### src/rtl/inst_fetch_ctrl_pkg.sv
// Shared types, widths and helpers for the instruction fetch controller.
// Optional feature macro: IF_FETCH_STAT_EN (adds the fetch_cnt push counter).
package inst_fetch_ctrl_pkg;

    localparam int unsigned INST_ADDR_W   = 32;
    localparam int unsigned INST_W        = 32;
    localparam int unsigned STAT_W        = 32;
    localparam int unsigned DEF_DEPTH     = 4;
    localparam int unsigned DEF_MEM_WORDS = 26;

    typedef enum logic [1:0] {
        IF_IDLE = 2'd0,
        IF_RUN  = 2'd1,
        IF_HALT = 2'd2
    } if_state_e;

    // One fetch-queue entry: the word and the PC it was fetched from.
    typedef struct packed {
        logic [INST_ADDR_W-1:0] pc;
        logic [INST_W-1:0]      inst;
    } fq_entry_t;

    // Saturating increment for statistics counters.
    function automatic logic [STAT_W-1:0] sat_inc(input logic [STAT_W-1:0] v);
        return (&v) ? v : v + STAT_W'(1);
    endfunction

endpackage

### src/rtl/inst_fetch_ctrl_if.sv
// Cache, redirect and decode-side signals of the fetch controller.
// Optional feature macro: IF_FETCH_STAT_EN (adds fetch_cnt).
interface inst_fetch_ctrl_if;
    import inst_fetch_ctrl_pkg::*;

    logic                   start;
    logic                   cache_ce;
    logic [INST_ADDR_W-1:0] cache_addr;
    logic [INST_W-1:0]      cache_inst;
    logic                   cache_enable;
    logic                   jump_en;
    logic [INST_ADDR_W-1:0] jump_addr;
    logic                   inst_valid;
    logic [INST_W-1:0]      inst;
    logic [INST_ADDR_W-1:0] inst_pc;
    logic                   inst_ready;
    logic                   halted;
`ifdef IF_FETCH_STAT_EN
    logic [STAT_W-1:0]      fetch_cnt;
`endif

    // Fetch controller side.
    modport master (
        input  start, cache_inst, cache_enable, jump_en, jump_addr, inst_ready,
`ifdef IF_FETCH_STAT_EN
        output fetch_cnt,
`endif
        output cache_ce, cache_addr, inst_valid, inst, inst_pc, halted
    );

    // Cache / decode / branch-unit side.
    modport slave (
        output start, cache_inst, cache_enable, jump_en, jump_addr, inst_ready,
`ifdef IF_FETCH_STAT_EN
        input  fetch_cnt,
`endif
        input  cache_ce, cache_addr, inst_valid, inst, inst_pc, halted
    );

endinterface

### src/rtl/inst_fetch_ctrl_fetch_queue.sv
// DEPTH-entry FIFO of {pc, inst} pairs with push, pop and synchronous flush.
module inst_fetch_ctrl_fetch_queue
    import inst_fetch_ctrl_pkg::*;
#(
    parameter int unsigned DEPTH = DEF_DEPTH
) (
    input  logic      clk,
    input  logic      rst,
    input  logic      push_i,
    input  logic      pop_i,
    input  logic      flush_i,
    input  fq_entry_t wdata_i,
    output fq_entry_t head_o,
    output logic      full_o,
    output logic      empty_o
);

    localparam int unsigned PTR_W = $clog2(DEPTH);
    localparam int unsigned CNT_W = PTR_W + 1;

    fq_entry_t        mem_q [DEPTH];
    logic [PTR_W-1:0] rd_ptr_q, wr_ptr_q;
    logic [CNT_W-1:0] count_q;
    logic             do_push, do_pop;

    // Occupancy flags and qualified push/pop; flush wins over both.
    always_comb begin
        full_o  = (count_q == CNT_W'(DEPTH));
        empty_o = (count_q == CNT_W'(0));
        do_push = push_i && !flush_i && (!full_o || pop_i);
        do_pop  = pop_i && !flush_i && !empty_o;
        head_o  = mem_q[rd_ptr_q];
    end

    // Pointer, count and storage update; pointers wrap naturally at DEPTH.
    always_ff @(posedge clk or posedge rst) begin
        if (rst) begin
            rd_ptr_q <= '0;
            wr_ptr_q <= '0;
            count_q  <= '0;
            for (int i = 0; i < int'(DEPTH); i++) begin
                mem_q[i] <= '0;
            end
        end else if (flush_i) begin
            rd_ptr_q <= '0;
            wr_ptr_q <= '0;
            count_q  <= '0;
        end else begin
            if (do_push) begin
                mem_q[wr_ptr_q] <= wdata_i;
                wr_ptr_q        <= wr_ptr_q + PTR_W'(1);
            end
            if (do_pop) begin
                rd_ptr_q <= rd_ptr_q + PTR_W'(1);
            end
            case ({do_push, do_pop})
                2'b10:   count_q <= count_q + CNT_W'(1);
                2'b01:   count_q <= count_q - CNT_W'(1);
                default: count_q <= count_q;
            endcase
        end
    end

endmodule

### src/rtl/inst_fetch_ctrl.sv
// Instruction fetch controller: owns the PC, drives the combinational cache,
// buffers fetched words in a small queue and hands them to decode.
// Optional feature macro: IF_FETCH_STAT_EN (saturating fetch_cnt of pushes).
module inst_fetch_ctrl
    import inst_fetch_ctrl_pkg::*;
#(
    parameter int unsigned DEPTH     = DEF_DEPTH,
    parameter int unsigned MEM_WORDS = DEF_MEM_WORDS
) (
    input  logic              clk,
    input  logic              rst,
    inst_fetch_ctrl_if.master fif
);

    localparam logic [INST_ADDR_W-1:0] PC_LIMIT = INST_ADDR_W'(MEM_WORDS * 4);
    localparam logic [INST_ADDR_W-1:0] PC_STEP  = INST_ADDR_W'(4);
    localparam logic [INST_ADDR_W-1:0] PC_MASK  = ~INST_ADDR_W'(3);

    if_state_e              state_q, state_d;
    logic [INST_ADDR_W-1:0] pc_q, pc_d;
    logic                   jump_act;
    logic                   inst_valid_c;
    logic                   cache_ce_c;
    logic                   push, pop;
    logic                   fq_full, fq_empty;
    fq_entry_t              fq_head, fq_wdata;

    // Handshake glue: jump masks both sides, a full queue fetches only alongside a pop.
    always_comb begin
        jump_act     = fif.jump_en && (state_q != IF_IDLE);
        inst_valid_c = !fq_empty && !fif.jump_en;
        pop          = inst_valid_c && fif.inst_ready;
        cache_ce_c   = (state_q == IF_RUN) && !fif.jump_en && (pc_q < PC_LIMIT)
                       && (!fq_full || pop);
        push         = cache_ce_c && fif.cache_enable;
        fq_wdata     = '{pc: pc_q, inst: fif.cache_inst};
    end

    // Next state and next PC; a redirect overrides everything outside IDLE.
    always_comb begin
        state_d = state_q;
        pc_d    = pc_q;
        if (jump_act) begin
            state_d = IF_RUN;
            pc_d    = fif.jump_addr & PC_MASK;
        end else begin
            case (state_q)
                IF_IDLE: begin
                    if (fif.start) begin
                        state_d = IF_RUN;
                        pc_d    = '0;
                    end
                end
                IF_RUN: begin
                    if (push) begin
                        pc_d = pc_q + PC_STEP;
                    end else if (pc_q >= PC_LIMIT) begin
                        state_d = IF_HALT;
                    end
                end
                IF_HALT: begin
                    state_d = IF_HALT;
                end
                default: begin
                    state_d = IF_IDLE;
                end
            endcase
        end
    end

    // FSM state and PC registers.
    always_ff @(posedge clk or posedge rst) begin
        if (rst) begin
            state_q <= IF_IDLE;
            pc_q    <= '0;
        end else begin
            state_q <= state_d;
            pc_q    <= pc_d;
        end
    end

    inst_fetch_ctrl_fetch_queue #(
        .DEPTH (DEPTH)
    ) u_fetch_queue (
        .clk     (clk),
        .rst     (rst),
        .push_i  (push),
        .pop_i   (pop),
        .flush_i (fif.jump_en),
        .wdata_i (fq_wdata),
        .head_o  (fq_head),
        .full_o  (fq_full),
        .empty_o (fq_empty)
    );

    // Cache and decode drive; data buses read zero when not qualified.
    always_comb begin
        fif.cache_ce   = cache_ce_c;
        fif.cache_addr = cache_ce_c ? pc_q : '0;
        fif.inst_valid = inst_valid_c;
        fif.inst       = inst_valid_c ? fq_head.inst : '0;
        fif.inst_pc    = inst_valid_c ? fq_head.pc : '0;
        fif.halted     = (state_q == IF_HALT);
    end

`ifdef IF_FETCH_STAT_EN
    logic [STAT_W-1:0] fetch_cnt_q;

    // Saturating count of pushes; only reset clears it, redirects do not.
    always_ff @(posedge clk or posedge rst) begin
        if (rst) begin
            fetch_cnt_q <= '0;
        end else if (push) begin
            fetch_cnt_q <= sat_inc(fetch_cnt_q);
        end
    end

    assign fif.fetch_cnt = fetch_cnt_q;
`endif

endmodule
### src/flat_wrapper.sv
// flat-port wrapper written by rule: the top's interface ports become plain ports
module inst_fetch_ctrl_flat import inst_fetch_ctrl_pkg::*;
#(
    parameter int unsigned DEPTH     = DEF_DEPTH,
    parameter int unsigned MEM_WORDS = DEF_MEM_WORDS
)
  (clk, rst, fif_start, fif_cache_inst, fif_cache_enable, fif_jump_en, fif_jump_addr, fif_inst_ready, fif_cache_ce, fif_cache_addr, fif_inst_valid, fif_inst, fif_inst_pc, fif_halted);
  inst_fetch_ctrl_if fif_i ();
  input  logic clk;
  input  logic rst;
  input wire logic [$bits(fif_i.start)-1:0] fif_start;
  input wire logic [$bits(fif_i.cache_inst)-1:0] fif_cache_inst;
  input wire logic [$bits(fif_i.cache_enable)-1:0] fif_cache_enable;
  input wire logic [$bits(fif_i.jump_en)-1:0] fif_jump_en;
  input wire logic [$bits(fif_i.jump_addr)-1:0] fif_jump_addr;
  input wire logic [$bits(fif_i.inst_ready)-1:0] fif_inst_ready;
  output wire logic [$bits(fif_i.cache_ce)-1:0] fif_cache_ce;
  output wire logic [$bits(fif_i.cache_addr)-1:0] fif_cache_addr;
  output wire logic [$bits(fif_i.inst_valid)-1:0] fif_inst_valid;
  output wire logic [$bits(fif_i.inst)-1:0] fif_inst;
  output wire logic [$bits(fif_i.inst_pc)-1:0] fif_inst_pc;
  output wire logic [$bits(fif_i.halted)-1:0] fif_halted;
  assign fif_i.start = fif_start;
  assign fif_i.cache_inst = fif_cache_inst;
  assign fif_i.cache_enable = fif_cache_enable;
  assign fif_i.jump_en = fif_jump_en;
  assign fif_i.jump_addr = fif_jump_addr;
  assign fif_i.inst_ready = fif_inst_ready;
  assign fif_cache_ce = fif_i.cache_ce;
  assign fif_cache_addr = fif_i.cache_addr;
  assign fif_inst_valid = fif_i.inst_valid;
  assign fif_inst = fif_i.inst;
  assign fif_inst_pc = fif_i.inst_pc;
  assign fif_halted = fif_i.halted;
  inst_fetch_ctrl #(.DEPTH(DEPTH), .MEM_WORDS(MEM_WORDS)) u_core (.clk(clk), .rst(rst), .fif(fif_i));
endmodule
### config.mk
export PLATFORM = sky130hd
export DESIGN_NAME = inst_fetch_ctrl_flat
export DESIGN_NICKNAME = d
export VERILOG_FILES = /design/src/rtl/inst_fetch_ctrl_pkg.sv /design/src/rtl/inst_fetch_ctrl_if.sv /design/src/rtl/inst_fetch_ctrl_fetch_queue.sv /design/src/rtl/inst_fetch_ctrl.sv /design/src/flat_wrapper.sv
export SDC_FILE = /design/constraint.sdc
export NUM_CORES = 1
export LEC_CHECK = 0
export ABC_CLOCK_PERIOD_IN_PS = 15500
export BUFFER_PORTS_ARGS = -buffer_cell sky130_fd_sc_hd__buf_2
export CELL_PAD_IN_SITES_DETAIL_PLACEMENT = 1
export CELL_PAD_IN_SITES_GLOBAL_PLACEMENT = 1
export CORE_MARGIN = 1
export CORE_UTILIZATION = 51
export DETAILED_ROUTE_END_ITERATION = 8
export PLACE_DENSITY_LB_ADDON = 0.1
export SETUP_SLACK_MARGIN = 0.5
export SYNTH_ARGS = -nofsm -noshare
export SYNTH_HDL_FRONTEND = slang
export SYNTH_SLANG_ARGS = --single-unit
### constraint.sdc
create_clock -name clk -period 15.5 [get_ports clk]
set_input_delay 1.55 -clock clk [delete_from_list [all_inputs] [get_ports clk]]
set_output_delay 1.55 -clock clk [all_outputs]
set_load 0.05 [all_outputs]
# Word level (Yosys, flattened, before mapping)
# Cells that the tools add are included.
# classes
addsub	5
order_cmp	5
n_eq_ne	9
mux	24
bitwise	3
reduce_logical	26
# op_table
cell	n
$bwmux 256	1
$mux 32	6
$mux 64	3
$bmux 64 s2	1
$demux 64 s2	1
$pmux 32 s2	1
$add 32x3->32 const B	1
$ge 32x7->1 const B	1
$lt 32x7->1 const B	1
$mux 2	8
$logic_and 1x1->1	12
$ne 3x2->1 const B	4
$ge 3x3->1 const B	2
$not 2->3	2
$pmux 2 s3	1
$pmux 3 s2	1
$reduce_and 3->1	2
$reduce_bool 2->1	3
$reduce_bool 3->1	2
$add 2x1->2 const B	2
$eq 2x1->1 const B	2
$eq 2x2->1 const B	2
$add 3x1->3 const B	1
$eq 3x3->1 const B	1
other kinds (9)	11
# word_totals
regBits	297
in_bits	70
output_inout_bits	99
wordCells	85

# Depth between registers and ports, before layout
# logic_depth
ltp_word	12
ltp_mapped	10
ltp_nobuf	9

# Modules after synthesis
# Synthesis repeated with hierarchy kept, for this count alone.
# hier_totals
hier_cells	904
area_unflattened_um2	14649.0
# by_module_without_submodules
module	n_inst	cells_each	area_per_inst_um2	seq_area_each_um2
inst_fetch_ctrl_fetch_queue	1	665	12455.7	6581.3
inst_fetch_ctrl	1	239	2193.4	800.8

# Worst setup path before layout
# No wires, ideal clock.
# synth_timing
path_type	input port to output port
startpoint	input port fif_inst_ready
endpoint	output port fif_cache_addr[2]
arrival_ns	3.417
required_time_ns	13.950
path_slack_ns	10.533
cell_stages	4
n_path_buf	1
cell_sequence	buf_2 nor4b_1 nor4b_2 and2_1
# synth_via
elab_chain_cells	4
# synth_rtl
element	line_no	rtl
from (decl)	flat_wrapper.sv:16	input wire logic [$bits(fif_i.inst_ready)-1:0] fif_inst_ready;
$logic_and 1x1->1	inst_fetch_ctrl.sv:32	pop = inst_valid_c && fif.inst_ready;
$logic_or 1x1->1	inst_fetch_ctrl.sv:34	&& (!fq_full || pop);
$logic_and 1x1->1	inst_fetch_ctrl.sv:34	
named net fif_cache_ce	flat_wrapper.sv:17	output wire logic [$bits(fif_i.cache_ce)-1:0] fif_cache_ce;
$mux 32	inst_fetch_ctrl.sv:99	fif.cache_addr = cache_ce_c ? pc_q : '0;
to (decl)	flat_wrapper.sv:18	output wire logic [$bits(fif_i.cache_addr)-1:0] fif_cache_addr;
# The timed path passes the listed nets, and every way through them passes these cells.

# Final worst setup path
# layout_timing
startpoint	input port fif_jump_en
endpoint	output port fif_inst_pc[31]
# layout_via
elab_chain_cells	3
# layout_rtl
element	line_no	rtl
from (decl)	flat_wrapper.sv:14	input wire logic [$bits(fif_i.jump_en)-1:0] fif_jump_en;
$logic_not 1->1	inst_fetch_ctrl.sv:31	inst_valid_c = !fq_empty && !fif.jump_en;
$logic_and 1x1->1	inst_fetch_ctrl.sv:31	
$mux 32	inst_fetch_ctrl.sv:102	fif.inst_pc = inst_valid_c ? fq_head.pc : '0;
to (decl)	flat_wrapper.sv:21	output wire logic [$bits(fif_i.inst_pc)-1:0] fif_inst_pc;
# No other way between the ends.

==> out/summary.md <==
Finish
* 2425 — layout filler cell count
* 0.605 — final cell utilization of the core
* 7190 sq um — area occupied by registers
* 0.394 — layout cell share with drive strength beyond 1
* 15.0% — Layout area overhead
* 1128 — net count of the finished layout
* sky130_fd_sc_hd__dfrtp_1 — most frequent standard cell in the layout excluding fill and tap cells
* 14800 sq um — final design instance area without fill
* 5310 sq um — footprint of the multi-input gates
* sky130_fd_sc_hd__dfrtp_1, sky130_fd_sc_hd__and2_1, sky130_fd_sc_hd__mux2_2 — highest-count cells in the layout ignoring fill and taps

Synth
* 12900 sq um — Netlist Area Pre-Place
* 1.00 — fraction of registers with async set/reset
* 13.9 sq um — post-synthesis area per instance
* 0 — number of enable-type register cells in the synthesized netlist
* 0 — Syn. warnings
* 0.557 — part of the Yosys area used for sequential elements
* sky130_fd_sc_hd__dfrtp_1 — Most used DFF post-synth
* 47 — Netlist cell types
* 287 — flip-flop and latch count after synthesis
* 926 — cell count after synthesis

Clock network
* 0 — Setup Fix Bufs, Post-CTS
* 1 — H-tree depth
* 3 — maximum number of buffers from clock root to sink
* done — TritonCTS clock tree
* 0 — post-cts resize count
* 60 ps — Clock Pin Slew Worst Setup and Hold Paths
* 0 — post-cts hold buffer count
* 31 — number of buffers added by the clock tree synthesis step
* 560 ps — Worst-Skew Late Latency
* sky130_fd_sc_hd__clkbuf_16 — Clock Root Buffer
* 287 — clock sinks

Routing
* 0 — remaining routing DRC violations
* 0 — antenna-violating nets left
* 4 — number of iterations in the first detailed-routing pass
* 7912 — Vias
* 5.66 — vias per std cell
* 20.7 microns — final routed wire length divided by cell count
* 28900 microns — final routed wirelength across all metal layers
* 372 — number of DRC markers in iteration 0

Global route
* 0 — GRT Residual Overflow
* 1 — initial antenna violation count
* 0.236 — Total GRT Usage
* 148 — largest net degree at the start of global routing
* 48700 microns — wire length of the first global-routing pass
* 8799 — number of global-route vias before repair

Run
* 0 — maxcap violations

Critical path
* 40 — maximum fanout along the worst path
* buf_2 > nor2_4 > buf_4 > and2_1 > buf_2 — cells along the critical path
* sky130_fd_sc_hd__buf_2 — most prevalent standard cell on the critical path
* primary input — type of element launching the critical path
* 570 ps — crit-path max cell delay
* output pin — type of destination of the critical path
* sky130_fd_sc_hd__nor2_4 — worst-path cell with the longest stage delay
* in -> out — critical path start-end classification
* 3370 ps — Worst EP arrival
* 13950 ps — Required @ worst endpoint

Power and ir drop
* 0.0766 mV — maximum ir drop on the vdd rail
* 0.00742 uW — Pleak
* 118 nW/um^2 — power per cell area

STA
* 0.318 — fin crit share
* 25.2 ps — Layout Skew
* 203 MHz — fmax
* 4920 ps — clock period minus worst slack
* 0 — pins over their slew limit
* 0 ps — Fin Setup TNS
* 0 — count of endpoints failing hold in the final timing report
* 0 — total setup violations reported at the end of the flow
* 10580 ps — crit path setup slack, layout
* 0.224 — worst-case headroom to the max-slew limit
* false — RSZ-0062 raised after global routing
* 1160 ps — worst slew pin tran

Place
* 10530 ps — placement-stage worst setup slack
* 137 — Port Buffer Count
* 16500 microns — detailed-placement wirelength estimate
* 0.754 — routability-driven placement congestion ratio
* 13800 sq um — placed inst area

Floorplan
* 57 — number of rows created at floorplan
* 161 microns — y dimension of the die
* 169 — I/O pin count
* 25900 sq um — die footprint
* 161 microns — Die Width
* 24500 sq um — core area
* 0.526 — initial core utilization

Outcome
* finished, final reports clean — outcome

Min path
* reg -> reg — class of the tightest hold or removal check

[synth_stat cells (3+ instances only)]
| library cell | number | area [sq um] |
|---|---|---|
| sky130_fd_sc_hd__a211oi_1 | 3 | 22.5 |
| sky130_fd_sc_hd__a21oi_1 | 16 | 80.1 |
| sky130_fd_sc_hd__a221oi_1 | 7 | 61.3 |
| sky130_fd_sc_hd__a22o_1 | 18 | 158 |
| sky130_fd_sc_hd__and2_1 | 167 | 1040 |
| sky130_fd_sc_hd__and3_1 | 4 | 25.0 |
| sky130_fd_sc_hd__buf_1 | 5 | 18.8 |
| sky130_fd_sc_hd__buf_2 | 16 | 80.1 |
| sky130_fd_sc_hd__buf_4 | 29 | 218 |
| sky130_fd_sc_hd__clkbuf_1 | 38 | 143 |
| sky130_fd_sc_hd__dfrtp_1 | 287 | 7180 |
| sky130_fd_sc_hd__ha_1 | 9 | 113 |
| sky130_fd_sc_hd__inv_1 | 18 | 67.6 |
| sky130_fd_sc_hd__mux2_2 | 149 | 1680 |
| sky130_fd_sc_hd__mux2i_1 | 4 | 40.0 |
| sky130_fd_sc_hd__mux4_2 | 62 | 1400 |
| sky130_fd_sc_hd__nand2_1 | 11 | 41.3 |
| sky130_fd_sc_hd__nand2_2 | 4 | 25.0 |
| sky130_fd_sc_hd__nand3_1 | 8 | 40.0 |
| sky130_fd_sc_hd__nand4_1 | 4 | 25.0 |
| sky130_fd_sc_hd__nor2_1 | 12 | 45.0 |
| sky130_fd_sc_hd__nor3_1 | 5 | 25.0 |
| sky130_fd_sc_hd__nor4_1 | 7 | 43.8 |
| sky130_fd_sc_hd__o21ai_0 | 10 | 50.1 |
| sky130_fd_sc_hd__or2_2 | 3 | 18.8 |
| sky130_fd_sc_hd__xor2_1 | 3 | 26.3 |
[worst paths after layout]
path / slack [ps] / start / cells after the start / to
worst max register to register: 11510 / u_core.pc_q[7]$_DFFE_PP0P_ / 6 / u_core.u_fetch_queue.mem_q[223]$_DFFE_PP0P_
worst min-delay path: 480 / u_core.u_fetch_queue.mem_q[107]$_DFFE_PP0P_ / 1 / u_core.u_fetch_queue.mem_q[107]$_DFFE_PP0P_
worst max-delay path: 10580 / fif_jump_en / 5 / fif_inst_pc[31]
max in group asynchronous: 11850 / rst / 4 / u_core.u_fetch_queue.mem_q[166]$_DFFE_PP0P_
min in group asynchronous: 1200 / rst / 2 / u_core.u_fetch_queue.mem_q[201]$_DFFE_PP0P_
worst min register to register: 480 / u_core.u_fetch_queue.mem_q[107]$_DFFE_PP0P_ / 1 / u_core.u_fetch_queue.mem_q[107]$_DFFE_PP0P_
[area by class of cell]
type / count / share of cell area
Timing Repair Buffer: 149 / 0.0523
Clock inverter: 12 / 0.0125
Antenna cell: 1 / 0.000169
Tap cell: 324 / 0.0273
Multi-Input combinational cell: 561 / 0.358
Inverter: 18 / 0.00506
Sequential cell: 287 / 0.485
Clock buffer: 46 / 0.0601
[worst max-delay path: cells and delay by family]
family / cells / cell delay [ps]
simple gates: 2 / 820
buf+inv: 3 / 990
[state kept, by name, indices dropped and copies added, names as in the netlist]
register,flops
u_core.u_fetch_queue.wr_ptr_q,2
u_core.u_fetch_queue.count_q,3
u_core.pc_q,30
u_core.u_fetch_queue.rd_ptr_q,2
u_core.state_q,2
u_core.u_fetch_queue.mem_q,248
[layer usage]
layer,routed length [microns],share of wire,track usage,up-vias
li1,-,-,-,3458
met1,12800,0.44,0.328,4241
met2,14400,0.50,0.398,171
met3,1080,0.037,0.0336,42
met4,586,0.020,0.0527,0
met5,0,0,0,-
[cells by family (layout without fill, tap and decap cells)]
group                    Yosys count  in the layout  share of synthesized area
XOR/XNOR                           3              3                    0.00204
AND/OR/NAND/NOR                  240            240                      0.114
flip-flops                       287            287                      0.557
multiplexers                     215            215                      0.241
buffers and inverters            106            225                     0.0408
adder cells (fa/ha/maj)           10             10                     0.0103
other                              1             30                   0.000291
AO/OA/AOI/OAI                     64             64                     0.0347
[metrics by stage]
| stage | hold slack [ps] | std cells | total power [uW] |
|---|---|---|---|
| after floorplan | 448 | 954 | 945 |
| after global placement | 463 | 1339 | 989 |
| after detailed placement | 466 | 1339 | 993 |
| after CTS | 484 | 1397 | 1770 |
| after global routing | 491 | 1398 | 1820 |
| final | 477 | 1398 | 1750 |
[report_power, final]
part | switching (uW) | internal [uW]
Clock | 305 | 466
Sequential | 44.0 | 782
Combinational | 99.1 | 56.5
Total | 448 | 1300
(Power assumes the default switching activity.)
